===== src/rtl/clk_rst_seq.sv =====
// Power-on reset sequencer: staggered per-channel reset release, per-channel
// software reset handshake and per-channel clock-enable dividers.
module clk_rst_seq #(
  parameter int unsigned FANOUT     = 4,
  parameter int unsigned CNT_W      = 8,
  parameter int unsigned ASSERT_CYC = 16,
  parameter int unsigned STAGGER    = 4
) (
  input  logic                    clk,
  input  logic                    reset,
  input  logic [FANOUT-1:0]       sw_rst_req,
  input  logic [FANOUT*CNT_W-1:0] div_ratio,
  output logic [FANOUT-1:0]       reset_n_out,
  output logic [FANOUT-1:0]       clk_en,
  output logic [FANOUT-1:0]       sw_rst_ack,
  output logic                    seq_busy,
  output logic                    init_done
);

  localparam int unsigned SEQ_MAX = ASSERT_CYC + (FANOUT - 1) * STAGGER;
  localparam int unsigned SEQ_W   = $clog2(SEQ_MAX + 1);
  localparam int unsigned HOLD_W  = $clog2(ASSERT_CYC);

  typedef enum logic [1:0] {G_ASSERT, G_RELEASE, G_RUN} g_state_e;
  typedef enum logic [1:0] {CH_RUN, CH_HOLD, CH_REARM} ch_state_e;

  g_state_e          g_state_q, g_state_d;
  logic [SEQ_W-1:0]  seq_cnt_q, seq_cnt_d;
  logic              seq_busy_q, seq_busy_d;
  logic              init_done_q, init_done_d;
  logic [FANOUT-1:0] rel_d;

  ch_state_e         ch_q [FANOUT];
  ch_state_e         ch_d [FANOUT];
  logic [HOLD_W-1:0] hold_q [FANOUT];
  logic [HOLD_W-1:0] hold_d [FANOUT];
  logic [CNT_W-1:0]  ratio_q [FANOUT];
  logic [CNT_W-1:0]  ratio_d [FANOUT];
  logic [CNT_W-1:0]  div_cnt_q [FANOUT];
  logic [CNT_W-1:0]  div_cnt_d [FANOUT];
  logic [FANOUT-1:0] reset_n_q, reset_n_d;
  logic [FANOUT-1:0] clk_en_q, clk_en_d;
  logic [FANOUT-1:0] ack_q, ack_d;

  // Global sequencer state register
  always_ff @(posedge clk) begin
    if (reset) begin
      g_state_q <= G_ASSERT;
      seq_cnt_q <= '0;
    end else begin
      g_state_q <= g_state_d;
      seq_cnt_q <= seq_cnt_d;
    end
  end

  // Counter saturates once the sequence is done; a zero stagger skips G_RELEASE
  always_comb begin
    g_state_d = g_state_q;
    seq_cnt_d = seq_cnt_q;
    if (g_state_q != G_RUN) seq_cnt_d = seq_cnt_q + SEQ_W'(1);
    case (g_state_q)
      G_ASSERT: begin
        if (seq_cnt_d == SEQ_W'(SEQ_MAX))         g_state_d = G_RUN;
        else if (seq_cnt_d == SEQ_W'(ASSERT_CYC)) g_state_d = G_RELEASE;
      end
      G_RELEASE: begin
        if (seq_cnt_d == SEQ_W'(SEQ_MAX)) g_state_d = G_RUN;
      end
      G_RUN:   g_state_d = G_RUN;
      default: g_state_d = G_ASSERT;
    endcase
  end

  // Global outputs and per-channel power-on release points
  always_comb begin
    seq_busy_d  = (g_state_d != G_RUN);
    init_done_d = init_done_q | (g_state_d == G_RUN);
    for (int i = 0; i < FANOUT; i++) begin
      rel_d[i] = (g_state_d == G_RUN) ||
                 (seq_cnt_d >= SEQ_W'(ASSERT_CYC + i * STAGGER));
    end
  end

  // Channel software-reset state register
  always_ff @(posedge clk) begin
    for (int i = 0; i < FANOUT; i++) begin
      if (reset) begin
        ch_q[i]   <= CH_RUN;
        hold_q[i] <= '0;
      end else begin
        ch_q[i]   <= ch_d[i];
        hold_q[i] <= hold_d[i];
      end
    end
  end

  // Channel next state: requests only honoured once the power-on sequence ends
  always_comb begin
    for (int i = 0; i < FANOUT; i++) begin
      ch_d[i]   = ch_q[i];
      hold_d[i] = hold_q[i];
      case (ch_q[i])
        CH_RUN: begin
          if (!seq_busy_q && sw_rst_req[i]) begin
            ch_d[i]   = CH_HOLD;
            hold_d[i] = '0;
          end
        end
        CH_HOLD: begin
          if (hold_q[i] == HOLD_W'(ASSERT_CYC - 1)) ch_d[i] = CH_REARM;
          else hold_d[i] = hold_q[i] + HOLD_W'(1);
        end
        CH_REARM: begin
          if (!sw_rst_req[i]) ch_d[i] = CH_RUN;
        end
        default: ch_d[i] = CH_RUN;
      endcase
    end
  end

  // Channel outputs and divider; ratio reloads only while held or at wrap
  always_comb begin
    for (int i = 0; i < FANOUT; i++) begin
      reset_n_d[i] = rel_d[i] && (ch_d[i] != CH_HOLD);
      ack_d[i]     = (ch_q[i] == CH_HOLD) && (ch_d[i] == CH_REARM);
      ratio_d[i]   = ratio_q[i];
      div_cnt_d[i] = '0;
      clk_en_d[i]  = 1'b0;
      if (!(reset_n_q[i] && reset_n_d[i])) begin
        ratio_d[i]  = div_ratio[i*CNT_W +: CNT_W];
        clk_en_d[i] = reset_n_d[i] && (ratio_d[i] <= CNT_W'(1));
      end else if ((ratio_q[i] <= CNT_W'(1)) ||
                   (div_cnt_q[i] == ratio_q[i] - CNT_W'(1))) begin
        ratio_d[i]  = div_ratio[i*CNT_W +: CNT_W];
        clk_en_d[i] = 1'b1;
      end else begin
        div_cnt_d[i] = div_cnt_q[i] + CNT_W'(1);
      end
    end
  end

  // Output and divider registers
  always_ff @(posedge clk) begin
    if (reset) begin
      seq_busy_q  <= 1'b1;
      init_done_q <= 1'b0;
      reset_n_q   <= '0;
      clk_en_q    <= '0;
      ack_q       <= '0;
    end else begin
      seq_busy_q  <= seq_busy_d;
      init_done_q <= init_done_d;
      reset_n_q   <= reset_n_d;
      clk_en_q    <= clk_en_d;
      ack_q       <= ack_d;
    end
    for (int i = 0; i < FANOUT; i++) begin
      if (reset) begin
        ratio_q[i]   <= '0;
        div_cnt_q[i] <= '0;
      end else begin
        ratio_q[i]   <= ratio_d[i];
        div_cnt_q[i] <= div_cnt_d[i];
      end
    end
  end

  assign reset_n_out = reset_n_q;
  assign clk_en      = clk_en_q;
  assign sw_rst_ack  = ack_q;
  assign seq_busy    = seq_busy_q;
  assign init_done   = init_done_q;

endmodule


===== config.mk =====
export PLATFORM = sky130hd
export DESIGN_NAME = clk_rst_seq
export DESIGN_NICKNAME = d
export VERILOG_FILES = /design/src/rtl/clk_rst_seq.sv
export SDC_FILE = /design/constraint.sdc
export NUM_CORES = 1
export LEC_CHECK = 0
export BUFFER_PORTS_ARGS = -buffer_cell sky130_fd_sc_hd__buf_2
export CORE_ASPECT_RATIO = 1.4
export CORE_MARGIN = 8
export CORE_UTILIZATION = 55
export DETAILED_ROUTE_END_ITERATION = 6
export PLACE_DENSITY = 0.74
export SYNTH_ARGS = -nofsm -noshare
export SYNTH_HDL_FRONTEND = slang
export SYNTH_SLANG_ARGS = --single-unit

===== constraint.sdc =====
create_clock -name clk -period 2.72 [get_ports clk]
set_input_delay 0.408 -clock clk [delete_from_list [all_inputs] [get_ports clk]]
set_output_delay 0.408 -clock clk [all_outputs]
set_load 0.03 [all_outputs]

==> flow_summary.json, run 1 <==
{
  "outcome": "finished, final reports clean",
  "cts.sinks": 109,
  "yosysSeqAreaShare": 0.3855,
  "clkLatencyLatePin_ns": 0.35,
  "relSlewSlack": 0.4918,
  "multiInputGateArea_um2": 3326,
  "gr-usage-met3": 0.04152,
  "yosysMostFrequentCell": "dfxtp_1",
  "reg2reg_depth": 6,
  "r2r-end": "ratio_q[2][7]$_SDFFE_PP0P_",
  "hold_path_class": "input pin to register",
  "yosysTopAreaCell": "dfxtp_1",
  "critPathCaptureType": "register",
  "power-per-cell-area_nw_per_um2": 506.2,
  "cts_root_buf": "clkbuf_16",
  "die_w_um": 101.7,
  "syn_inst": 632,
  "grt_util_met2": 0.3226,
  "drtIter0Drc": 189,
  "crit_chain": "or4_4, or3_1, o2111a_2, a31oi_4, and4_2, mux2i_1",
  "holdPathStages": 3,
  "synth-edff-count": 0,
  "cts_buffer_depth": 2,
  "power_leakage_nw": 2.548,
  "gr-total-overflow": 0,
  "worstMarginPinSlew_ns": 0.7623,
  "min_to": "ratio_q[0][0]$_SDFFE_PP0P_",
  "drv_cap": 0,
  "r2r-start": "ratio_q[2][3]$_SDFFE_PP0P_",
  "vias": 4660,
  "ff2ff_setup_slack_ns": 0.27,
  "final-hold-violation-count": 0,
  "critical-path-max-stage-delay_ns": 0.56,
  "synth_seq_cells": 109,
  "numPortBuffers": 51,
  "viasPerCell": 5.628,
  "fmax_mhz": 408.8,
  "post_dp_cell_area_um2": 6086,
  "yosysTopAreaCellShare": 0.3855,
  "finalWeightedCongestion": 0.8933,
  "antenna_found_initial": 0,
  "cp-start-kind": "register",
  "ios": 52,
  "worst-path-max-fanout": 8,
  "fin_ws_ns": 0.2738,
  "cts_buffers": 9,
  "start_util": 0.5558,
  "synth.net_count": 687,
  "antennaDiodeCount": 0,
  "design_area_um2": 6414,
  "cts.clk_slew.worst_paths_ns": 0.07,
  "ant_nets": 0,
  "fin_crit_sh": 0.8993,
  "coreArea_um2": 10180,
  "crit_required_ns": 3.00,
  "tritoncts": "done",
  "wl_per_cell_um": 14.17,
  "hpwlAfterDp_um": 8974,
  "post-place-ws_ns": 0.1314,
  "holdCritStartpoint": "div_ratio[0]",
  "fin_tns_setup_ns": 0,
  "ys_types": 62,
  "area_growth_pct": 13.31,
  "grt_setup_unrepaired": "no",
  "track_usage": 0.1749,
  "grt_max_degree": 46,
  "grt_pass1_wl_um": 19740,
  "yosys_warnings": 0,
  "fp-row-count": 44,
  "clock_skew_ns": 0.005847,
  "htree_levels": 3,
  "layout-drive-gt1-share": 0.1449,
  "grt.met1_usage": 0.1797,
  "top_usage_layer": "met2",
  "yosys-top-cells-area": "dfxtp_1 39%, xor2_1 6.5%, nand2b_1 4.9%",
  "first_pass_iters": 4,
  "wirelength_um": 11740,
  "critical_path_arrival_ns": 2.72,
  "post_synth.cell_area_avg_um2": 8.956,
  "critPathSlowestCell": "or4_4",
  "vdd_drop_max_v": 0.0003697,
  "fin_nets": 740,
  "ys_top_cells_by_count": "109 x dfxtp_1, 57 x nor2_1, 44 x nand2b_1",
  "async_reset_ff_frac": 0,
  "final-seq-area_um2": 2182,
  "setup_violations": 0,
  "period_needed_ns": 2.446,
  "syn_area_um2": 5660,
  "die_h_um": 136.0,
  "drv_slew": 0,
  "grt_pass1_vias": 4569,
  "drcViolationCount": 0,
  "fillers": 849,
  "synth-main-ff-cell": "dfxtp_1",
  "die_area_um2": 13840,
  "crit_type": "register to register"
}
-- critical path, delay by kind of cell, from the launching register on --
kind | cells | cell delay, ns
compound gates | 2 | 0.39
simple gates | 3 | 1.38
mux | 1 | 0.23
flops | 1 | 0.38
-- through the flow --
step / hold slack [ns] / std cells / power, mW / util
2_1_floorplan: 0.4388 / 632 / 1.886 / -
3_3_place_gp: 0.4409 / 811 / 1.959 / 0.5975
3_5_place_dp: 0.4368 / 811 / 1.969 / 0.5975
4_1_cts: 0.2823 / 827 / 3.284 / 0.6270
5_1_grt: 0.2854 / 828 / 3.377 / 0.6297
6_report: 0.2974 / 828 / 3.247 / 0.6297
-- metal layers --
metal / vias to the layer above / wire (µm)
met4: 0 / 274
met2: 63 / 6252
met1: 2208 / 4847
met3: 21 / 360
li1: 2368 / -
met5: - / 0
-- repair_timing --
action                     CTS  global route
hold endpoints to repair     0             0
resized for setup            0             2
setup buffers                0             1
setup endpoints to repair    0            27
hold buffers                 0             0
-- power breakdown --
group	switching, mW	internal, mW	leakage (nW)
Clock	0.595	0.719	0.143
Sequential	0.0436	1.63	0.887
Combinational	0.133	0.131	1.52
-- kinds of logic after synthesis --
logic type	synth area share
AOI/OAI and AO/OA	0.1065
xor gates and xnor gates	0.1083
adders and majority gates	0.03758
buffers and inverters	0.02829
DFF	0.3855
muxes	0.04775
and+or+nand+nor	0.2860
-- how the worst max path moves through the flow --
stage | start | end | depth (start not counted)
global route | ratio_q[0][0]$_SDFFE_PP0P_ | ratio_q[0][3]$_SDFFE_PP0P_ | 9
global placement | ratio_q[2][3]$_SDFFE_PP0P_ | ratio_q[2][6]$_SDFFE_PP0P_ | 6
finish | ratio_q[2][3]$_SDFFE_PP0P_ | ratio_q[2][7]$_SDFFE_PP0P_ | 6
floorplan | ratio_q[0][0]$_SDFFE_PP0P_ | ratio_q[0][6]$_SDFFE_PP0P_ | 9
CTS | ratio_q[3][0]$_SDFFE_PP0P_ | div_cnt_q[3][4]$_SDFF_PP0_ | 8
detailed placement | ratio_q[3][0]$_SDFFE_PP0P_ | div_cnt_q[3][4]$_SDFF_PP0_ | 8
-- cells in the final DEF (no fill, tap or decap), drive strengths merged, types with 3 or more instances in the layout --
cell type / netlist / layout
o21ba: 3 / 3
inv: 13 / 14
a21oi: 23 / 23
o41ai: 3 / 3
or4: 7 / 7
or2: 4 / 4
nor3b: 16 / 16
nor4: 10 / 10
nor3: 32 / 32
xnor2: 28 / 28
o22ai: 3 / 3
or3b: 3 / 3
nand3: 30 / 30
nand4: 8 / 8
a21o: 5 / 5
and4: 4 / 4
ha: 17 / 17
xor2: 42 / 42
mux2i: 27 / 27
o31ai: 3 / 3
nand2: 21 / 21
o21ai: 15 / 15
nor2b: 10 / 10
clkbuf: 19 / 9
nor2: 57 / 57
and3: 17 / 17
o211ai: 7 / 7
and2: 3 / 3
a31oi: 3 / 3
or3: 5 / 5
clkinv: 1 / 4
a211oi: 4 / 4
nand2b: 44 / 44
nand4b: 8 / 8
dfxtp: 109 / 109
buf: 5 / 66
-- state kept, by name (all words and copies together), names as in the netlist --
| name | count |
|---|---|
| seq_cnt_q | 5 |
| reset_n_out | 4 |
| div_cnt_q | 32 |
| seq_busy | 1 |
| clk_en | 4 |
| hold_q | 16 |
| g_state_q | 2 |
| ch_q | 8 |
| init_done | 1 |
| sw_rst_ack | 4 |
| ratio_q | 32 |
-- final cells by class --
type,count,share of cell area
Timing Repair Buffer,66,0.05931
Inverter,14,0.008194
Sequential cell,109,0.3402
Clock inverter,7,0.01171
Clock buffer,9,0.03512
Tap cell,138,0.02692
Multi-Input combinational cell,485,0.5185
No activity file was read; power rests on OpenSTA's default activity.
==> run 2: changes to the inputs <==
==> config.mk (replaced) <==
export PLATFORM = sky130hd
export DESIGN_NAME = clk_rst_seq
export DESIGN_NICKNAME = d
export VERILOG_FILES = /design/src/rtl/clk_rst_seq.sv
export SDC_FILE = /design/constraint.sdc
export NUM_CORES = 1
export LEC_CHECK = 0
export CORE_ASPECT_RATIO = 1.4
export CORE_MARGIN = 8
export CORE_UTILIZATION = 55
export DETAILED_ROUTE_END_ITERATION = 6
export DONT_BUFFER_PORTS = 1
export PLACE_DENSITY = 0.69
export SYNTH_ARGS = -nofsm -noshare
export SYNTH_HDL_FRONTEND = slang
export SYNTH_SLANG_ARGS = --single-unit
==> run 2 against run 1 <==
Net effect: global-route usage is 0.43 points lower; core utilization is 2.9 points lower; register-to-register slack hardly changed; combinational power is 23% lower; sequential power hardly changed; wire length is 3.9% lower; worst setup slack better by 0.012 ns; clock skew is 0.0031 ns higher; highest routed layer unchanged; sequential share of layout area is 1.7 points higher; non-clock buffer count is 55 lower; largest cell class unchanged; total power is 2.0% lower; sequential cell count stayed put.
==> flow_summary.json, run 2 (same netlist as run 1, synthesis figures left out) <==
{
  "htree_levels": 3,
  "antennaDiodeCount": 0,
  "post-cts-setup-buffers": 0,
  "numPortBuffers": 0,
  "critPathCaptureType": "register",
  "track_usage": 0.1706,
  "die_h_um": 136.0,
  "layout.cells.most_common": "dfxtp_1",
  "layout_common_cells": "109 x dfxtp_1, 57 x nor2_1, 44 x nand2b_1",
  "cts.clk_slew.worst_paths_ns": 0.07,
  "cts_root_buf": "clkbuf_16",
  "drcViolationCount": 0,
  "worstMarginPinSlew_ns": 0.7679,
  "clock_skew_ns": 0.008941,
  "worst-path-max-fanout": 8,
  "finalWeightedCongestion": 0.8510,
  "ios": 52,
  "cts_buffer_depth": 2,
  "layout-drive-gt1-share": 0.06929,
  "post_dp_cell_area_um2": 5808,
  "drtIter0Drc": 181,
  "crit_required_ns": 2.96,
  "critical_path_arrival_ns": 2.68,
  "power_leakage_nw": 2.302,
  "clkLatencyLatePin_ns": 0.34,
  "viasPerCell": 5.741,
  "fp-row-count": 44,
  "vias": 4438,
  "setup_violations": 0,
  "die_w_um": 101.7,
  "fillers": 899,
  "drv_slew": 0,
  "gr-total-overflow": 0,
  "die_area_um2": 13840,
  "fin_nets": 685,
  "grt_pass1_wl_um": 19400,
  "grt_pass1_vias": 4330,
  "grt_setup_unrepaired": "no",
  "fin_tns_setup_ns": 0,
  "wl_per_cell_um": 14.60,
  "drv_cap": 0,
  "cts_buffers": 9,
  "wirelength_um": 11280,
  "post-place-ws_ns": 0.09963,
  "fin_ws_ns": 0.2858,
  "period_needed_ns": 2.434,
  "vdd_drop_max_v": 0.0003356,
  "first_pass_iters": 4,
  "hpwlAfterDp_um": 8424,
  "cts.sinks": 109,
  "outcome": "finished, final reports clean",
  "cp-start-kind": "register",
  "crit_type": "register to register",
  "area_growth_pct": 8.024,
  "grt_max_degree": 114,
  "post_cts_resized": 0,
  "tritoncts": "done",
  "power-per-cell-area_nw_per_um2": 520.4,
  "hold_path_class": "input pin to register",
  "final-hold-violation-count": 0,
  "cts-hold-fix-buffers": 0,
  "total_power_mw": 3.182,
  "coreArea_um2": 10180,
  "reg.largest.list": "div_cnt_q x32, ratio_q x32, hold_q x16",
  "relSlewSlack": 0.4875,
  "antenna_found_initial": 0,
  "ant_nets": 0,
  "start_util": 0.5558,
  "design_area_um2": 6115,
  "fin_crit_sh": 0.8949,
  "fmax_mhz": 410.8
}
-- run 2: worst paths after layout --
kind | start | slack, ns | depth (start not counted) | to
min | reset | 0.16 | 1 | div_cnt_q[2][0]$_SDFF_PP0_
min reg2reg | g_state_q[1]$_SDFF_PP0_ | 0.48 | 1 | g_state_q[0]$_SDFF_PP0_
max reg2reg | ratio_q[0][0]$_SDFFE_PP0P_ | 0.29 | 9 | ratio_q[0][6]$_SDFFE_PP0P_
max | ratio_q[0][0]$_SDFFE_PP0P_ | 0.29 | 9 | ratio_q[0][6]$_SDFFE_PP0P_
-- run 2: power breakdown --
part	internal (mW)	leakage (nW)	switching (mW)
Clock	0.719	0.143	0.592
Sequential	1.63	0.887	0.0440
Combinational	0.108	1.27	0.0941
-- run 2: metrics by stage --
stage / utilization / cells / hold WS (ns)
6_report: 0.6004 / 773 / 0.1556
5_1_grt: 0.6004 / 773 / 0.1292
4_1_cts: 0.5998 / 773 / 0.1278
3_5_place_dp: 0.5703 / 757 / 0.4632
3_3_place_gp: 0.5703 / 757 / 0.4453
2_1_floorplan: - / 632 / 0.4388
-- run 2: worst max-delay path: stages (launching register included) --
cell and delay (ns):
dfxtp_1 0.39, inv_1 0.09, ha_1 0.27, or3b_1 0.37
a211oi_1 0.28, o211ai_1 0.20, o31ai_4 0.24, buf_4 0.23
mux2i_1 0.22, nor2_1 0.06
-- run 2: metal layers --
metal | vias up | GRT usage | routed length [µm]
met2 | 54 | 0.3008 | 5843
met4 | 0 | 0.06733 | 202
met3 | 15 | 0.04100 | 408
li1 | 2255 | - | -
met1 | 2114 | 0.1906 | 4828
met5 | - | 0 | 0
-- run 2: final cells by class --
class	instances	area, µm²	share of cell area
Clock buffer	9	225.2	0.03683
Clock inverter	7	75.07	0.01228
Inverter	14	52.55	0.008594
Multi-Input combinational cell	485	3324	0.5437
Sequential cell	109	2182	0.3569
Tap cell	138	172.7	0.02824
Timing Repair Buffer	11	82.58	0.01351
